$ cat src/rtl/hex_entry.sv
// Debounced three-button hex digit entry: shift digits into a 24-bit edit
// buffer, delete the last one, and commit the buffer to the display value.

module hex_entry_debounce #(
  parameter int unsigned DEBOUNCE_CYCLES = 16
) (
  input  logic clk,
  input  logic reset,
  input  logic raw_i,
  output logic rise_o
);

  localparam logic [15:0] LIMIT = 16'(DEBOUNCE_CYCLES);

  logic        sync1_q, sync2_q;
  logic        level_q, level_d;
  logic        level_prev_q;
  logic [15:0] cnt_q, cnt_d;

  // NOTE: every variable written here gets a default first, so no path can
  // leave it unassigned and infer a latch.
  always_comb begin
    cnt_d   = '0;
    level_d = level_q;
    if (sync2_q != level_q) begin
      if (cnt_q + 16'd1 == LIMIT) begin
        level_d = ~level_q;
      end else begin
        cnt_d = cnt_q + 16'd1;
      end
    end
  end

  // NOTE: sequential state uses non-blocking assignments so every flop
  // samples the pre-edge values of the others (the synchronizer chain
  // depends on this).
  always_ff @(posedge clk) begin
    if (reset) begin
      sync1_q      <= 1'b0;
      sync2_q      <= 1'b0;
      level_q      <= 1'b0;
      level_prev_q <= 1'b0;
      cnt_q        <= '0;
    end else begin
      sync1_q      <= raw_i;
      sync2_q      <= sync1_q;
      level_q      <= level_d;
      level_prev_q <= level_q;
      cnt_q        <= cnt_d;
    end
  end

  // Only a debounced press counts; a release is silent.
  assign rise_o = level_q & ~level_prev_q;

endmodule

module hex_entry #(
  parameter int unsigned DEBOUNCE_CYCLES = 16
) (
  input  logic       clk,
  input  logic       reset,
  input  logic [3:0] digit_in,
  input  logic       enter_btn,
  input  logic       back_btn,
  input  logic       commit_btn,
  output logic [7:0] data_0,
  output logic [7:0] data_1,
  output logic [7:0] data_2,
  output logic [7:0] edit_0,
  output logic [7:0] edit_1,
  output logic [7:0] edit_2,
  output logic [2:0] digit_count,
  output logic       done,
  output logic       overflow
);

  typedef enum logic [1:0] {
    EMPTY   = 2'd0,
    PARTIAL = 2'd1,
    FULL    = 2'd2
  } fill_e;

  logic [3:0]  digit_s1_q, digit_s2_q;
  logic        enter_ev, back_ev, commit_ev;

  fill_e       state_q, state_d;
  logic [23:0] edit_q, edit_d;
  logic [23:0] data_q, data_d;
  logic [2:0]  count_q, count_d;
  logic        done_q, done_d;
  logic        ovf_q, ovf_d;

  hex_entry_debounce #(.DEBOUNCE_CYCLES(DEBOUNCE_CYCLES)) u_enter_db (
    .clk    (clk),
    .reset  (reset),
    .raw_i  (enter_btn),
    .rise_o (enter_ev)
  );

  hex_entry_debounce #(.DEBOUNCE_CYCLES(DEBOUNCE_CYCLES)) u_back_db (
    .clk    (clk),
    .reset  (reset),
    .raw_i  (back_btn),
    .rise_o (back_ev)
  );

  hex_entry_debounce #(.DEBOUNCE_CYCLES(DEBOUNCE_CYCLES)) u_commit_db (
    .clk    (clk),
    .reset  (reset),
    .raw_i  (commit_btn),
    .rise_o (commit_ev)
  );

  // Commit beats back beats enter; losers in the same cycle are dropped.
  always_comb begin
    edit_d  = edit_q;
    data_d  = data_q;
    count_d = count_q;
    done_d  = 1'b0;
    ovf_d   = 1'b0;
    if (commit_ev) begin
      data_d  = edit_q;
      edit_d  = '0;
      count_d = '0;
      done_d  = 1'b1;
    end else if (back_ev) begin
      if (state_q != EMPTY) begin
        edit_d  = {4'h0, edit_q[23:4]};
        count_d = count_q - 3'd1;
      end
    end else if (enter_ev) begin
      if (state_q == FULL) begin
        ovf_d = 1'b1;
      end else begin
        edit_d  = {edit_q[19:0], digit_s2_q};
        count_d = count_q + 3'd1;
      end
    end

    if (count_d == 3'd0) begin
      state_d = EMPTY;
    end else if (count_d == 3'd6) begin
      state_d = FULL;
    end else begin
      state_d = PARTIAL;
    end
  end

  always_ff @(posedge clk) begin
    if (reset) begin
      digit_s1_q <= '0;
      digit_s2_q <= '0;
      state_q    <= EMPTY;
      edit_q     <= '0;
      data_q     <= '0;
      count_q    <= '0;
      done_q     <= 1'b0;
      ovf_q      <= 1'b0;
    end else begin
      digit_s1_q <= digit_in;
      digit_s2_q <= digit_s1_q;
      state_q    <= state_d;
      edit_q     <= edit_d;
      data_q     <= data_d;
      count_q    <= count_d;
      done_q     <= done_d;
      ovf_q      <= ovf_d;
    end
  end

  assign data_0      = data_q[7:0];
  assign data_1      = data_q[15:8];
  assign data_2      = data_q[23:16];
  assign edit_0      = edit_q[7:0];
  assign edit_1      = edit_q[15:8];
  assign edit_2      = edit_q[23:16];
  assign digit_count = count_q;
  assign done        = done_q;
  assign overflow    = ovf_q;

endmodule

$ cat config.mk
export PLATFORM = sky130hd
export DESIGN_NAME = hex_entry
export DESIGN_NICKNAME = d
export VERILOG_FILES = /design/src/rtl/hex_entry.sv
export SDC_FILE = /design/constraint.sdc
export NUM_CORES = 1
export LEC_CHECK = 0
export CORE_MARGIN = 2
export CORE_UTILIZATION = 56
export CTS_BUF_LIST = sky130_fd_sc_hd__clkbuf_4 sky130_fd_sc_hd__clkbuf_8 sky130_fd_sc_hd__clkbuf_16
export DETAILED_ROUTE_END_ITERATION = 16
export PLACE_DENSITY_LB_ADDON = 0.3
export SLEW_MARGIN = 20
export SYNTH_ARGS = -nofsm -noshare
export SYNTH_HDL_FRONTEND = slang
export SYNTH_SLANG_ARGS = --single-unit
$ cat constraint.sdc
create_clock -name clk -period 2.9 [get_ports clk]
set_input_delay 0.435 -clock clk [delete_from_list [all_inputs] [get_ports clk]]
set_output_delay 0.435 -clock clk [all_outputs]
set_load 0.01 [all_outputs]
==> metrics.json, run 1 <==
{
  "post-cts-setup-buffers": 0,
  "layout-drive-gt1-share_pct": 7.81,
  "final.setup.worst_slack_ns": 0.574,
  "grt_antenna_before_repair": 0,
  "drt_pre_antenna_iters": 5,
  "synthesis.instances": 580,
  "core_um2": 9150,
  "grt_first_pass_wirelength_um": 18100,
  "syn_area_um2": 5250,
  "synth.top_cells.by_count": "dfxtp_1 (123), nor2_1 (67), nand2_1 (61), clkbuf_1 (28), xnor2_1 (28)",
  "worst_skew_pair.late_latency_ns": 0.51,
  "grt_setup_unrepaired": "no",
  "timing.clock.skew_ns": 0.00781,
  "use_met3_pct": 5.48,
  "outcome": "finished, final reports clean",
  "drv_cap": 0,
  "pin_count": 62,
  "tritoncts_clock_tree": "yes",
  "slew_violations": 0,
  "synth_cell_type_count": 56,
  "setup-tns-final_ns": 0,
  "route.antenna.remaining_nets": 0,
  "cts_hold_buffers": 0,
  "critical-path-slowest-cell": "dfxtp_1",
  "slew_worst_pin_ns": 1.07,
  "port_buffers": 61,
  "number_of_enable_type_register_cells_in_the_synthesized_netlist": 0,
  "clock_tree.htree_level_count": 4,
  "synth-seq-area-share_pct": 46.9,
  "critPathCaptureType": "flop",
  "place_ws_ns": 0.610,
  "die_width_um": 101,
  "gr_ovfl_total": 0,
  "crit_required_ns": 3.30,
  "yosysTopAreaCell": "dfxtp_1",
  "final_core_utilization_pct": 70.7,
  "global_route.peak_usage_layer": "met2",
  "asyncSetResetFlopFracSynth_pct": 0,
  "layout_worst_path_cycle_share_pct": 80.2,
  "fmax_mhz": 430,
  "numCtsBuffers": 17,
  "floorplan.die.height_um": 101,
  "initial_core_util_pct": 57.3,
  "detailroute.via_count": 4340,
  "combined_area_of_the_multi_input_logic_cells_um2": 2600,
  "nets": 642,
  "power_density_over_the_cells_nw_per_um2": 585,
  "drt_first_iter_violations": 236,
  "yosysWarningCount": 0,
  "vias_per_cell": 5.78,
  "path_class": "reg -> reg",
  "drt-total-wl_um": 11000,
  "grtUsageMet2_pct": 36.7,
  "detailed_place_hpwl_um": 7170,
  "syn_area_per_cell_um2": 9.05,
  "start_kind": "flop",
  "grtUsageTotal_pct": 22.2,
  "cts_sinks": 123,
  "wire_per_inst_um": 14.6,
  "fillerInstances": 697,
  "yosys.area.top_type_share_pct": 46.9,
  "final_hold_violation_count": 0,
  "synth.net_count": 595,
  "number_of_gates_given_a_new_drive_strength_after_cts": 0,
  "antennaDiodeCount": 0,
  "synth_area_leaders": "dfxtp_1 (47%), nor2_1 (4.8%), xnor2_1 (4.7%)",
  "static-leakage-power_nw": 2.19,
  "grt_util_met1_pct": 27.5,
  "gp_routability_congestion": 0.934,
  "yosys_register_bits": 123,
  "clkSlewWorstSetupHoldPaths_ns": 0.06,
  "slew-limit-headroom_pct": 28.9,
  "post-synth-top-count-cell": "dfxtp_1",
  "maximum_cell_stage_delay_along_the_critical_path_ns": 0.41,
  "core.rowCount": 35,
  "peakVddDrop_mv": 0.530,
  "grt_max_degree": 41,
  "path_type_of_the_worst_min_delay_path": "reg -> reg",
  "p_r_area_growth_vs_syn_pct": 23.2,
  "timing.critical_path.fanout_max": 8,
  "critical_path_cell_list": "ha_1 -> nand3_2 -> nor3_1 -> nand2_1 -> nor3b_1 -> o2111a_1 -> mux2_1",
  "leading_register_cell_type_out_of_synthesis": "dfxtp_1",
  "sequential_cell_area_um2": 2460,
  "cts-root-buf": "clkbuf_8",
  "number_of_global_route_vias_before_repair": 3922,
  "timing.final.crit_period_ns": 2.33,
  "worst_ep_arrival_time_ns": 2.72,
  "drcViolationCount": 0,
  "timing.final.setup_violations": 0,
  "longest_clk_path_bufs": 2,
  "design.die.area_um2": 10200
}
where the power goes:
group          internal (mW)  switching, mW  leakage, nW
sequential              1.70        0.00418        0.993
combinational         0.0204         0.0269        0.926
clock                   1.24          0.798        0.269
total                   2.96          0.829         2.19
cells by family after synthesis:
group / count (synthesis) / share of synthesized area, %
compound gates: 90 / 13.0
fa+ha+maj: 6 / 1.43
buf+inv: 48 / 3.67
mux: 6 / 1.29
simple gates: 256 / 25.1
flops: 123 / 46.9
xor+xnor: 51 / 8.51
through the flow:
step | instance area (um2) | total power [mW] | hold slack, ns | cells
2_1_floorplan | 5250 | 1.77 | 0.414 | 580
3_3_place_gp | 5890 | 1.79 | 0.419 | 719
3_5_place_dp | 5890 | 1.79 | 0.426 | 719
4_1_cts | 6470 | 3.82 | 0.440 | 751
5_1_grt | 6470 | 3.90 | 0.455 | 751
6_report | 6470 | 3.79 | 0.436 | 751
final timing paths:
check | startpoint | to | slack, ns | depth (start not counted)
max | u_enter_db.cnt_q[0]$_SDFF_PP0_ | u_enter_db.level_q$_SDFFE_PP0P_ | 0.57 | 7
max reg2reg | u_enter_db.cnt_q[0]$_SDFF_PP0_ | u_enter_db.level_q$_SDFFE_PP0P_ | 0.57 | 7
min reg2reg | u_enter_db.sync1_q$_SDFF_PP0_ | u_enter_db.sync2_q$_SDFF_PP0_ | 0.44 | 1
min | u_enter_db.sync1_q$_SDFF_PP0_ | u_enter_db.sync2_q$_SDFF_PP0_ | 0.44 | 1
final cells by class:
cell class,count,area share [%]
clock buffer,17,6.40
clock inverter,15,2.57
inverter,9,0.522
multi-input combinational,409,40.2
sequential,123,38.1
tap,111,2.15
timing repair buffer,67,10.1
registers in the layout, summed over array words and instances, names as in the netlist, 2 cells and up:
name               cells
data_q                24
digit_s2_q             4
u_enter_db.cnt_q      16
digit_count            3
edit_q                24
u_back_db.cnt_q       16
state_q                2
u_commit_db.cnt_q     16
digit_s1_q             4
layout by cell type, fill, tap and decap left out, types with 9 or more instances in the layout:
cell	count
dfxtp_1	123
nor2_1	67
nand2_1	61
clkdlybuf4s50_1	61
xnor2_1	28
nor2b_1	26
a22o_1	24
xor2_1	23
a311oi_1	22
nand3_1	21
clkbuf_16	16
nor3_1	15
nand4_1	14
a21oi_1	12
nand2b_1	9
o21ai_0	9
routing by layer:
metal | vias up | share of wire (%)
li1 | 2134 | -
met1 | 2044 | 45
met2 | 140 | 48
met3 | 22 | 5.3
met4 | 0 | 1.8
met5 | - | 0
worst max-delay path: cells and delay by family (launching register included):
family | cells | cell delay (ns)
and+or+nand+nor | 4 | 0.85
DFF | 1 | 0.41
muxes | 1 | 0.34
adders and majority gates | 1 | 0.31
AOI/OAI and AO/OA | 1 | 0.30
No activity file was read; power rests on OpenSTA's default activity.
==> run 2, diff against run 1 <==
==> constraint.sdc (replaced) <==
create_clock -name clk -period 2.3 [get_ports clk]
set_input_delay 0.345 -clock clk [delete_from_list [all_inputs] [get_ports clk]]
set_output_delay 0.345 -clock clk [all_outputs]
set_load 0.01 [all_outputs]
==> run 2 against run 1 <==
Total power is 29% higher. Highest routed layer unchanged. Via count increased by 0.35%. Utilization grew 1.9 points.
==> metrics.json, run 2 (synthesized netlist as in run 1, its figures left out) <==
{
  "static-leakage-power_nw": 2.27,
  "timing.critical_path.fanout_max": 6,
  "drv_cap": 0,
  "cts_sinks": 123,
  "cts_hold_buffers": 0,
  "outcome": "finished, final reports clean",
  "critical_path_cell_count": 8,
  "critical_path_cell_list": "ha_1 -> nand4_1 -> buf_4 -> or3_1 -> nand3_1 -> nor4_1 -> a31oi_1 -> nor2b_1",
  "timing.clock.skew_ns": 0.00695,
  "drt_first_iter_violations": 201,
  "pin_count": 62,
  "grtUsageTotal_pct": 23.3,
  "numCtsBuffers": 17,
  "power_density_over_the_cells_nw_per_um2": 738,
  "min_delay_path_depth": 2,
  "maximum_cell_stage_delay_along_the_critical_path_ns": 0.40,
  "worst_skew_pair.late_latency_ns": 0.51,
  "slew_worst_pin_ns": 0.640,
  "wire_per_inst_um": 14.8,
  "hold_path_startpoint": "digit_in[0]",
  "worst_r2r_startpoint": "u_commit_db.cnt_q[0]$_SDFF_PP0_",
  "drt_pre_antenna_iters": 4,
  "worst_ep_arrival_time_ns": 2.62,
  "slew_violations": 0,
  "number_of_global_route_vias_before_repair": 4036,
  "port_buffers": 61,
  "fmax_mhz": 460,
  "fillerInstances": 648,
  "largest_regs": "data_q x24, edit_q x24",
  "core.rowCount": 35,
  "critical_path.n_buffers_inverters": 1,
  "drt-total-wl_um": 11300,
  "critPathCaptureType": "flop",
  "longest_clk_path_bufs": 2,
  "gr_ovfl_total": 0,
  "commonest_non_fill_non_tap_cell_in_the_layout": "dfxtp_1",
  "layout_worst_path_cycle_share_pct": 94.6,
  "design.die.area_um2": 10200,
  "setup-tns-final_ns": 0,
  "critical-path-slowest-cell": "dfxtp_1",
  "route.antenna.remaining_nets": 0,
  "cts-root-buf": "clkbuf_8",
  "path_class": "reg -> reg",
  "ff2ff_setup_slack_ns": 0.12,
  "timing.final.crit_period_ns": 2.18,
  "final_hold_violation_count": 0,
  "start_kind": "flop",
  "gp_routability_congestion": 0.923,
  "endpoint": "u_commit_db.cnt_q[0]$_SDFF_PP0_",
  "floorplan.die.height_um": 101,
  "vias_per_cell": 5.71,
  "die_width_um": 101,
  "regToRegEndpoint": "u_commit_db.cnt_q[0]$_SDFF_PP0_",
  "grt_first_pass_wirelength_um": 18900,
  "detailroute.via_count": 4355,
  "p_r_area_growth_vs_syn_pct": 26.6,
  "final.setup.worst_slack_ns": 0.124,
  "initial_core_util_pct": 57.3,
  "startpoint": "u_commit_db.cnt_q[0]$_SDFF_PP0_",
  "tritoncts_clock_tree": "yes",
  "grt_antenna_before_repair": 0,
  "grt_max_degree": 41,
  "nets": 654,
  "slew-limit-headroom_pct": 57.3,
  "peakVddDrop_mv": 0.511,
  "detailed_place_hpwl_um": 7370,
  "clock_tree.htree_level_count": 4,
  "place_ws_ns": 0.0420,
  "antennaDiodeCount": 0,
  "path_type_of_the_worst_min_delay_path": "in -> reg",
  "timing.reg2reg.worst_path_depth": 8,
  "layout.cells.most_common_list": "dfxtp_1 (120), nor2_1 (67), nand2_1 (61), clkdlybuf4s50_1 (61), xnor2_1 (28)",
  "clkSlewWorstSetupHoldPaths_ns": 0.06,
  "core_um2": 9150,
  "timing.final.setup_violations": 0,
  "layout-drive-gt1-share_pct": 11.0,
  "final_core_utilization_pct": 72.6,
  "finalHoldWorstSlack_ns": 0.380,
  "cp_top_family": "simple AND/OR/NAND/NOR gates",
  "crit_required_ns": 2.75,
  "drcViolationCount": 0
}
==> run 2: cell types whose count changed in the layout (fill, tap and decap cells not counted), sizes merged <==
cell,change
buf,+12
bufinv,+1
clkinvlp,-3
inv,+2
==> run 2: worst min path at each step <==
stage	end	slack, ns
6_report	digit_s1_q[0]$_SDFF_PP0_	0.38
5_1_grt	digit_s1_q[0]$_SDFF_PP0_	0.38
4_1_cts	digit_s1_q[0]$_SDFF_PP0_	0.36
3_5_place_dp	u_enter_db.sync2_q$_SDFF_PP0_	0.42
3_3_place_gp	u_enter_db.sync2_q$_SDFF_PP0_	0.43
2_1_floorplan	digit_s2_q[0]$_SDFF_PP0_	0.41
==> run 2: stage by stage <==
step / total power, mW / cells / cell area, um2
6_report: 4.90 / 763 / 6640
2_1_floorplan: 2.23 / 580 / 5250
3_3_place_gp: 2.26 / 728 / 5970
4_1_cts: 4.94 / 760 / 6570
5_1_grt: 5.05 / 763 / 6640
3_5_place_dp: 2.26 / 728 / 5970
==> run 2: area by class of cell <==
cell class	instances	area, um2	area share [%]
Clock buffer	17	414	6.23
Tap cell	111	139	2.09
Inverter	9	33.8	0.509
Multi-Input combinational cell	409	2640	39.8
Timing Repair Buffer	79	758	11.4
Clock inverter	15	189	2.84
Sequential cell	123	2470	37.1
==> run 2: timing repair <==
action                     in CTS  in global routing
resized for setup               0                 11
setup endpoints to repair       0                  6
buffers inserted                0                  3
==> run 2: routing by layer <==
metal	routed length, um	up-vias	global-route usage [%]
met3	617	12	6.52
met2	5560	133	38.3
met4	124	0	8.11
li1	-	2156	-
met5	0	-	0
met1	5020	2054	29.4
==> run 2: where the power goes <==
| part | switching [mW] | total, mW | internal, mW |
|---|---|---|---|
| registers | 0.00574 | 2.15 | 2.14 |
| clock network | 1.01 | 2.69 | 1.67 |
| logic | 0.0340 | 0.0642 | 0.0302 |
